<file path="src/rtl/pipefetch_if.sv">
// Instruction-memory read port shared by the fetch stage and the memory model.
// imem_ack may rise in the same cycle as imem_req.
interface pipefetch_if;
    logic        imem_req;
    logic [31:0] imem_addr;
    logic [31:0] imem_rdata;
    logic        imem_ack;

    modport master (
        output imem_req,
        output imem_addr,
        input  imem_rdata,
        input  imem_ack
    );

    modport slave (
        input  imem_req,
        input  imem_addr,
        output imem_rdata,
        output imem_ack
    );
endinterface

</file>
<file path="src/rtl/pipefetch.sv">
// Instruction fetch stage: issues imem reads, fills the IF/ID register, and keeps a
// one-entry skid buffer for a word that returns while decode is stalled.
module pipefetch #(
    parameter logic [31:0] BUBBLE_PC = 32'hFFFF_FFFC
) (
    input  logic                clock,
    input  logic                resetn,
    input  logic [31:0]         pc,
    input  logic                wpcir,
    input  logic                flush,
    pipefetch_if.master         imem,
    output logic                fstall,
    output logic [31:0]         dinst,
    output logic [31:0]         dpc4,
    output logic                dvalid
);

    typedef enum logic {
        FETCH = 1'b0,
        HOLD  = 1'b1
    } state_t;

    state_t      state;
    logic [31:0] bufinst;
    logic [31:0] bufpc4;
    logic [31:0] pc4;
    logic        req;
    logic        got;

    assign pc4 = pc + 32'd4;

    // Request only from FETCH with a real PC; reset and flush both suppress it.
    always_comb begin
        req = 1'b0;
        if (resetn && !flush && state == FETCH && pc != BUBBLE_PC)
            req = 1'b1;
    end

    assign got            = req && imem.imem_ack;
    assign imem.imem_req  = req;
    assign imem.imem_addr = pc;

    always_comb begin
        fstall = 1'b0;
        if (resetn && !flush) begin
            if (state == HOLD)
                fstall = wpcir;
            else if (req)
                fstall = imem.imem_ack ? wpcir : 1'b1;
        end
    end

    always_ff @(posedge clock or negedge resetn) begin
        if (!resetn) begin
            state   <= FETCH;
            dinst   <= '0;
            dpc4    <= '0;
            dvalid  <= 1'b0;
            bufinst <= '0;
            bufpc4  <= '0;
        end else if (flush) begin
            state   <= FETCH;
            dvalid  <= 1'b0;
            bufinst <= '0;
            bufpc4  <= '0;
        end else begin
            unique case (state)
                FETCH: begin
                    if (got && !wpcir) begin
                        dinst  <= imem.imem_rdata;
                        dpc4   <= pc4;
                        dvalid <= 1'b1;
                    end else if (got) begin
                        bufinst <= imem.imem_rdata;
                        bufpc4  <= pc4;
                        state   <= HOLD;
                    end else if (!wpcir) begin
                        // Waiting on memory or idle PC: decode moves on, so it sees a bubble.
                        dvalid <= 1'b0;
                    end
                end
                HOLD: begin
                    if (!wpcir) begin
                        dinst  <= bufinst;
                        dpc4   <= bufpc4;
                        dvalid <= 1'b1;
                        state  <= FETCH;
                    end
                end
                default: state <= FETCH;
            endcase
        end
    end

endmodule

</file>
<file path="src/flat_wrapper.sv">
// flat-port wrapper written by rule: the top's interface ports become plain ports
module pipefetch_flat 
#(
    parameter logic [31:0] BUBBLE_PC = 32'hFFFF_FFFC
)
  (clock, resetn, pc, wpcir, flush, fstall, dinst, dpc4, dvalid, imem_imem_req, imem_imem_addr, imem_imem_rdata, imem_imem_ack);
  pipefetch_if imem_i ();
  input  logic clock;
  input  logic resetn;
  input  logic [31:0] pc;
  input  logic wpcir;
  input  logic flush;
  output logic fstall;
  output logic [31:0] dinst;
  output logic [31:0] dpc4;
  output logic dvalid;
  output wire logic [$bits(imem_i.imem_req)-1:0] imem_imem_req;
  output wire logic [$bits(imem_i.imem_addr)-1:0] imem_imem_addr;
  input wire logic [$bits(imem_i.imem_rdata)-1:0] imem_imem_rdata;
  input wire logic [$bits(imem_i.imem_ack)-1:0] imem_imem_ack;
  assign imem_imem_req = imem_i.imem_req;
  assign imem_imem_addr = imem_i.imem_addr;
  assign imem_i.imem_rdata = imem_imem_rdata;
  assign imem_i.imem_ack = imem_imem_ack;
  pipefetch #(.BUBBLE_PC(BUBBLE_PC)) u_core (.clock(clock), .resetn(resetn), .pc(pc), .wpcir(wpcir), .flush(flush), .imem(imem_i), .fstall(fstall), .dinst(dinst), .dpc4(dpc4), .dvalid(dvalid));
endmodule
</file>
<file path="config.mk">
export PLATFORM = sky130hd
export DESIGN_NAME = pipefetch_flat
export DESIGN_NICKNAME = d
export VERILOG_FILES = /design/src/rtl/pipefetch_if.sv /design/src/rtl/pipefetch.sv /design/src/flat_wrapper.sv
export SDC_FILE = /design/constraint.sdc
export NUM_CORES = 1
export LEC_CHECK = 0
export BUFFER_PORTS_ARGS = -buffer_cell sky130_fd_sc_hd__buf_2
export CORE_ASPECT_RATIO = 1.2
export CORE_MARGIN = 1
export CORE_UTILIZATION = 45
export DETAILED_ROUTE_END_ITERATION = 8
export PLACE_DENSITY_LB_ADDON = 0.08
export SKIP_LAST_GASP = 1
export SLEW_MARGIN = 15
export SYNTH_ARGS = -nofsm -noshare
export SYNTH_HDL_FRONTEND = slang
export SYNTH_SLANG_ARGS = --single-unit
</file>
<file path="constraint.sdc">
create_clock -name clock -period 3.6 [get_ports clock]
set_input_delay 0.9 -clock clock [delete_from_list [all_inputs] [get_ports clock]]
set_output_delay 0.9 -clock clock [all_outputs]
set_load 0.005 [all_outputs]
</file>
==> parameters.txt, run 1 <==
Parameter                              Value

Critical path
  CP required    2.70 ns
  Arrival time at the worst endpoint    2.32 ns
  Setup crit end kind    output port
  Critical setup path kind    in2out
  Critical path fanouts, max    8
  CP startpoint kind    input pin
  Number of cells on the worst reg-to-reg path    7

STA
  Minimum period implied by the final worst setup slack    3.22 ns
  Worst Tran Pin Value    0.769 ns
  Layout Skew    0.00905 ns
  Count of endpoints failing hold in the final timing report    0
  Final sum of negative setup slack    0 ns
  Number of max-slew violations in the final report    0
  Maximum clock frequency    311 MHz
  Setup violations, final    0
  Setup repair after global routing missed its margin    false
  Slew margin rel.    48.7%
  Final period utilization    89.3%

Layout
  Final nets    883
  Final cell area excluding filler cells    8590 sq um
  Antenna Diode Count    0
  Post-route insts no fill    1034
  Synth-to-layout area growth    20.4%
  Commonest non-fill, non-tap cell in the layout    sky130_fd_sc_hd__buf_2
  Fraction of final layout cells sized beyond drive strength 1    around 34%
  Leading cell types in the layout, fill and taps excluded    sky130_fd_sc_hd__buf_2 (166), sky130_fd_sc_hd__dfrtp_1 (129), sky130_fd_sc_hd__nand2_1 (77)

Detailed routing
  Detailed-route DRC error count    0
  Mean number of vias per cell    around 5.3
  Router iterations before antenna repair    4
  Post-route antenna net violation count    0
  Wire length per cell after detailed routing    between 15 and 20 um
  WL final    between 15 and 20 mm
  Number of DRC markers after the initial detailed-route iteration    267
  Total vias in the final route    5459

Synthesis
  Synth async-reset ratio    100%
  Fraction of the yosys area taken by sequential cells    45.6%
  Ys Warns    0
  EDFF count, synth    0
  Top cells by area, synth    sky130_fd_sc_hd__dfrtp_1 (46%), sky130_fd_sc_hd__mux2i_1 (7.0%), sky130_fd_sc_hd__mux2_4 (5.9%)
  Number of distinct library cells after synthesis    45
  Post-synth design cell area    7140 sq um
  Portion of synthesized cell area occupied by the leading cell type    a little under half
  Main flop type after synthesis    sky130_fd_sc_hd__dfrtp_1
  Flop and latch count out of synthesis    130
  Syn Inst Count    ~680
  Cell taking the most area after synthesis    sky130_fd_sc_hd__dfrtp_1
  Average footprint of a synthesized cell    around 10 sq um
  Syn nets    753

Floorplan
  Initial standard-cell utilization of the core    between 40% and 50%
  Area of the die    approximately 16000 sq um
  Num ports    168
  Vert. Die Dim    about 140 um
  Chip width    117 um
  # rows    50
  Area of the core    15600 sq um

Power
  Leak Pwr    ~4.2 nW
  IR drop worst, VDD    0.276 mV
  Pwr Total    4.26 mW
  Power density over cell area    between 400 and 500 nW/um^2

Clock network
  CTS tree    built
  Number of hold buffers added after CTS    0
  Clock-pin slew of the registers on the worst-case setup and hold paths    0.06 ns
  TritonCTS Sinks    130
  Number of buffers between clock root and the deepest sink    2
  Post-cts gate resize count    0
  Number of buffers created by CTS    17
  Clock latency reported for the late side of the worst-skew pair    0.42 ns
  CTS Root Buffer Type    sky130_fd_sc_hd__clkbuf_16
  H-tree levels    4
  Count of buffers added by post-CTS timing repair for setup    0

Global routing
  Vias in the first global route    5427
  Pin count of the biggest net entering global routing    105
  Overflow left after global routing    0
  Initial antenna violation count    0
  First-pass GRT wire length    about 28 mm
  Overall global routing resource usage    22.2%

Placement
  Count of port buffers added during placement    167
  Detailed-placement wirelength estimate    between 10 and 15 mm
  Routability cong.    0.831
  Number of instances in the placed design    1001
  Instance area at placement    7920 sq um

Worst hold path
  Worst hold path type    reg2reg
  Cells on Worst Hold Path    2

Run
  Number of maximum-capacitance violations    0

Status
  Outcome    finished clean
final timing paths:
path,start,to,slack [ns]
worst min-delay path,u_core.dpc4[20],u_core.dpc4[20],0.47
min in group asynchronous,resetn,u_core.bufpc4[3],0.61
worst max register to register,u_core.state,u_core.bufinst[7],1.41
max in group asynchronous,resetn,u_core.bufinst[10],1.89
worst min register to register,u_core.dpc4[20],u_core.dpc4[20],0.47
worst max-delay path,pc[16],fstall,0.38
cells in the mapped netlist (12+ instances only):
cell type / n
sky130_fd_sc_hd__nor4_1: 12
sky130_fd_sc_hd__o31ai_1: 14
sky130_fd_sc_hd__o211ai_1: 14
sky130_fd_sc_hd__mux2i_1: 50
sky130_fd_sc_hd__mux2_2: 15
sky130_fd_sc_hd__clkbuf_1: 23
sky130_fd_sc_hd__dfrtp_1: 130
sky130_fd_sc_hd__nand4_1: 13
sky130_fd_sc_hd__buf_4: 37
sky130_fd_sc_hd__mux2_4: 28
sky130_fd_sc_hd__nand2b_1: 21
sky130_fd_sc_hd__nor2b_1: 59
sky130_fd_sc_hd__a21bo_2: 14
sky130_fd_sc_hd__o21ai_0: 62
sky130_fd_sc_hd__nand3_1: 12
sky130_fd_sc_hd__nand2_1: 77
sequential cells by signal (all words and copies together) (netlist names):
register,flops
u_core.bufinst,32
u_core.bufpc4,32
u_core.dinst,32
u_core.dpc4,32
u_core.dvalid,1
u_core.state,1
where the power goes:
group | leakage [nW] | switching [mW] | internal (mW)
Clock | 0.310 | 0.660 | 1.22
Combinational | 2.21 | 0.337 | 0.304
Sequential | 1.71 | 0.0937 | 1.65
Total | 4.23 | 1.09 | 3.17
cells by family after synthesis:
kind of cell	share of synthesized area, %
AO/OA/AOI/OAI	12.3
multiplexers	15.3
flip-flops	45.6
AND/OR/NAND/NOR	17.4
adder cells (fa/ha/maj)	0.175
XOR/XNOR	1.60
buffers and inverters	7.73
critical path, cell delays in order:
cell and delay, ns:
sky130_fd_sc_hd__buf_2 0.16, sky130_fd_sc_hd__and4_1 0.31, sky130_fd_sc_hd__nand2_1 0.17, sky130_fd_sc_hd__o41a_1 0.45, sky130_fd_sc_hd__o21ai_0 0.09, sky130_fd_sc_hd__a21boi_0 0.10, sky130_fd_sc_hd__buf_2 0.14
per-layer routing:
metal  GRT usage, %  part of all wire [%]
met5              0                     0
met4           8.26                   2.0
met3           4.85                   4.1
met2           36.9                    49
met1           28.1                    45
through the flow:
step                      worst slack [ns]  utilization (%)  hold slack (ns)
after floorplan                      0.451                -            0.470
after global placement               0.409             50.8            0.456
after detailed placement             0.380             50.8            0.465
after CTS                            0.375             55.0            0.478
after global routing                 0.195             55.2            0.494
final                                0.385             55.2            0.473
layout make-up:
type / instances / area, sq um
fill: 1392 / 6990
multi-input combinational: 468 / 3340
sequential: 130 / 3260
timing repair buffer: 188 / 1060
clock buffer: 21 / 470
tap: 208 / 260
clock inverter: 11 / 175
inverter: 8 / 30.0
Note: power is estimated with default switching activity, not from simulation.
==> run 2: changes to the inputs <==
--- a/config.mk
+++ b/config.mk
@@ -5,6 +5,7 @@
 export SDC_FILE = /design/constraint.sdc
 export NUM_CORES = 1
 export LEC_CHECK = 0
+export ABC_AREA = 1
 export BUFFER_PORTS_ARGS = -buffer_cell sky130_fd_sc_hd__buf_2
 export CORE_ASPECT_RATIO = 1.2
 export CORE_MARGIN = 1
==> run 2 against run 1 <==
  * Die area decreased by 1.0%
  * Synthesized area decreased by 1.0%
  * Final cell count increased by 25%
  * Clock skew decreased by 0.0016 ns
==> parameters.txt, run 2 <==
Parameter                              Value

Floorplan
  Initial standard-cell utilization of the core    between 40% and 50%
  Num ports    168
  Chip width    116 um
  Vert. Die Dim    139 um
  Area of the die    16200 sq um
  # rows    around 50
  Area of the core    approximately 15000 sq um

Global routing
  Pin count of the biggest net entering global routing    131
  First-pass GRT wire length    30.8 mm
  Overflow left after global routing    0
  Overall global routing resource usage    24.6%
  Vias in the first global route    6026
  Initial antenna violation count    0

Synthesis
  Cell taking the most area after synthesis    sky130_fd_sc_hd__dfrtp_1
  Portion of synthesized cell area occupied by the leading cell type    46.1%
  Most frequent cells after synthesis    sky130_fd_sc_hd__nand2_1 (375), sky130_fd_sc_hd__dfrtp_1 (130), sky130_fd_sc_hd__o21ai_0 (93), sky130_fd_sc_hd__nand3_1 (85), sky130_fd_sc_hd__inv_1 (64)
  Flop and latch count out of synthesis    130
  Syn nets    1037
  Number of distinct library cells after synthesis    27
  Fraction of the yosys area taken by sequential cells    46.1%
  EDFF count, synth    0
  Main flop type after synthesis    sky130_fd_sc_hd__dfrtp_1
  Top cells by area, synth    sky130_fd_sc_hd__dfrtp_1 (46%), sky130_fd_sc_hd__nand2_1 (20%), sky130_fd_sc_hd__o21ai_0 (6.6%)
  Cell with the most instances after synthesis    sky130_fd_sc_hd__nand2_1
  Syn Inst Count    967
  Post-synth design cell area    just over 7000 sq um
  Average footprint of a synthesized cell    ~7.3 sq um
  Synth async-reset ratio    100%
  Ys Warns    0

Clock network
  TritonCTS Sinks    130
  CTS Root Buffer Type    sky130_fd_sc_hd__clkbuf_16
  Number of hold buffers added after CTS    0
  H-tree levels    4
  Clock latency reported for the late side of the worst-skew pair    slightly above 0.4 ns
  Number of buffers created by CTS    17
  Count of buffers added by post-CTS timing repair for setup    0
  CTS tree    built
  Post-cts gate resize count    0
  Number of buffers between clock root and the deepest sink    2
  Clock-pin slew of the registers on the worst-case setup and hold paths    roughly 0.06 ns

Critical path
  Longest individual stage delay on the worst path    0.25 ns
  Arrival time at the worst endpoint    2.19 ns
  Setup crit end kind    output port
  Cell family with most CP delay    simple AND/OR/NAND/NOR gates
  Critical setup path kind    in2out
  CP required    2.70 ns
  CP Cell Sequence    buf_2 > ha_1 > nand2_1 > nor2_1 > nand2_1 > nor2_2 > a21boi_2 > a21oi_1 > nor3_1 > buf_2
  CP startpoint kind    input pin
  Critical path fanouts, max    8
  Critical Path Slowest Stage Cell    sky130_fd_sc_hd__ha_1
  Reg2reg setup slack    approximately 1.4 ns
  Crit path buf inv count    2

Layout
  Commonest non-fill, non-tap cell in the layout    sky130_fd_sc_hd__nand2_1
  Post-route insts no fill    between 1k and 1.5k
  Synth-to-layout area growth    17.4%
  Leading cell types in the layout, fill and taps excluded    sky130_fd_sc_hd__nand2_1 (375), sky130_fd_sc_hd__buf_2 (166), sky130_fd_sc_hd__dfrtp_1 (130)
  Antenna Diode Count    0
  Number of fill cells in the layout    1551
  Final nets    ~1.2k
  Fraction of final layout cells sized beyond drive strength 1    20.6%

Run
  Number of maximum-capacitance violations    0

Power
  IR drop worst, VDD    0.231 mV
  Power density over cell area    ~500 nW/um^2
  Pwr Total    4.13 mW
  Leak Pwr    4.38 nW

STA
  Worst hold-check slack    0.462 ns
  Minimum period implied by the final worst setup slack    slightly above 3 ns
  Count of endpoints failing hold in the final timing report    0
  Maximum clock frequency    324 MHz
  Slew margin rel.    between 30% and 40%
  Setup violations, final    0
  Setup repair after global routing missed its margin    false
  Number of max-slew violations in the final report    0
  Final sum of negative setup slack    0 ns
  Final period utilization    85.9%
  Worst Tran Pin Value    slightly above 0.9 ns
  Layout Skew    0.00746 ns

Placement
  Detailed-placement wirelength estimate    12.7 mm
  Routability cong.    0.885
  Number of instances in the placed design    1265
  Count of port buffers added during placement    167

Detailed routing
  Mean number of vias per cell    5.00
  Wire length per cell after detailed routing    between 10 and 15 um
  WL final    18.8 mm
  Post-route antenna net violation count    0
  Number of DRC markers after the initial detailed-route iteration    653
  Detailed-route DRC error count    0
  Router iterations before antenna repair    5
  Total vias in the final route    6483

Status
  Outcome    finished clean

Worst hold path
  Worst hold path type    reg2reg
run 2: through the flow:
stage / instance area (sq um) / util [%] / worst slack (ns)
2_1_floorplan: 7060 / - / 0.949
3_3_place_gp: 7740 / 51.1 / 0.547
3_5_place_dp: 7740 / 51.1 / 0.512
5_1_grt: 8290 / 54.8 / 0.433
6_report: 8290 / 54.8 / 0.509
4_1_cts: 8290 / 54.8 / 0.513
run 2: area by class of cell:
class / count / area, sq um / area share (%)
inverter: 68 / 255 / 3.08
multi-input combinational: 684 / 3040 / 36.6
sequential: 130 / 3250 / 39.2
clock inverter: 10 / 85.1 / 1.03
tap: 204 / 255 / 3.08
timing repair buffer: 179 / 945 / 11.4
clock buffer: 22 / 464 / 5.60
run 2: metal layers:
layer	wire length (um)	up-vias	share of wire, %	GRT usage [%]
li1	-	3314	-	-
met1	8830	2965	47	34.2
met2	8840	190	47	39.0
met3	932	14	4.9	4.05
met4	241	0	1.3	7.62
met5	0	-	0	0
run 2: power by group:
| part | leakage (nW) | total, mW | switching, mW | internal, mW |
|---|---|---|---|---|
| Clock | 0.262 | 1.60 | 0.625 | 0.978 |
| Combinational | 2.40 | 0.734 | 0.429 | 0.305 |
| Sequential | 1.71 | 1.79 | 0.106 | 1.68 |
| Total | 4.38 | 4.13 | 1.16 | 2.97 |
run 2: final timing paths:
kind,start,to,cells after the start
worst min register to register,u_core.dinst[6],u_core.dinst[6],2
min in group asynchronous,resetn,u_core.dinst[28],2
worst min-delay path,u_core.dinst[6],u_core.dinst[6],2
max in group asynchronous,resetn,u_core.dpc4[7],2
worst max-delay path,pc[2],fstall,10
worst max register to register,u_core.state,u_core.dpc4[13],8
run 2: cells by family after synthesis:
family	share of synthesized area, %
adder cells (fa/ha/maj)	0.177
buffers and inverters	10.9
AO/OA/AOI/OAI	8.08
XOR/XNOR	0.868
AND/OR/NAND/NOR	33.9
flip-flops	46.1
run 2: worst reg2reg max path, stage by stage (launching register included):
cell and delay, ns:
sky130_fd_sc_hd__dfrtp_1 0.38, sky130_fd_sc_hd__buf_4 0.28, sky130_fd_sc_hd__inv_2 0.11, sky130_fd_sc_hd__buf_4 0.42
sky130_fd_sc_hd__nand2_4 0.23, sky130_fd_sc_hd__nand3_2 0.12, sky130_fd_sc_hd__buf_4 0.42, sky130_fd_sc_hd__nand2_1 0.12
sky130_fd_sc_hd__nand2_1 0.09
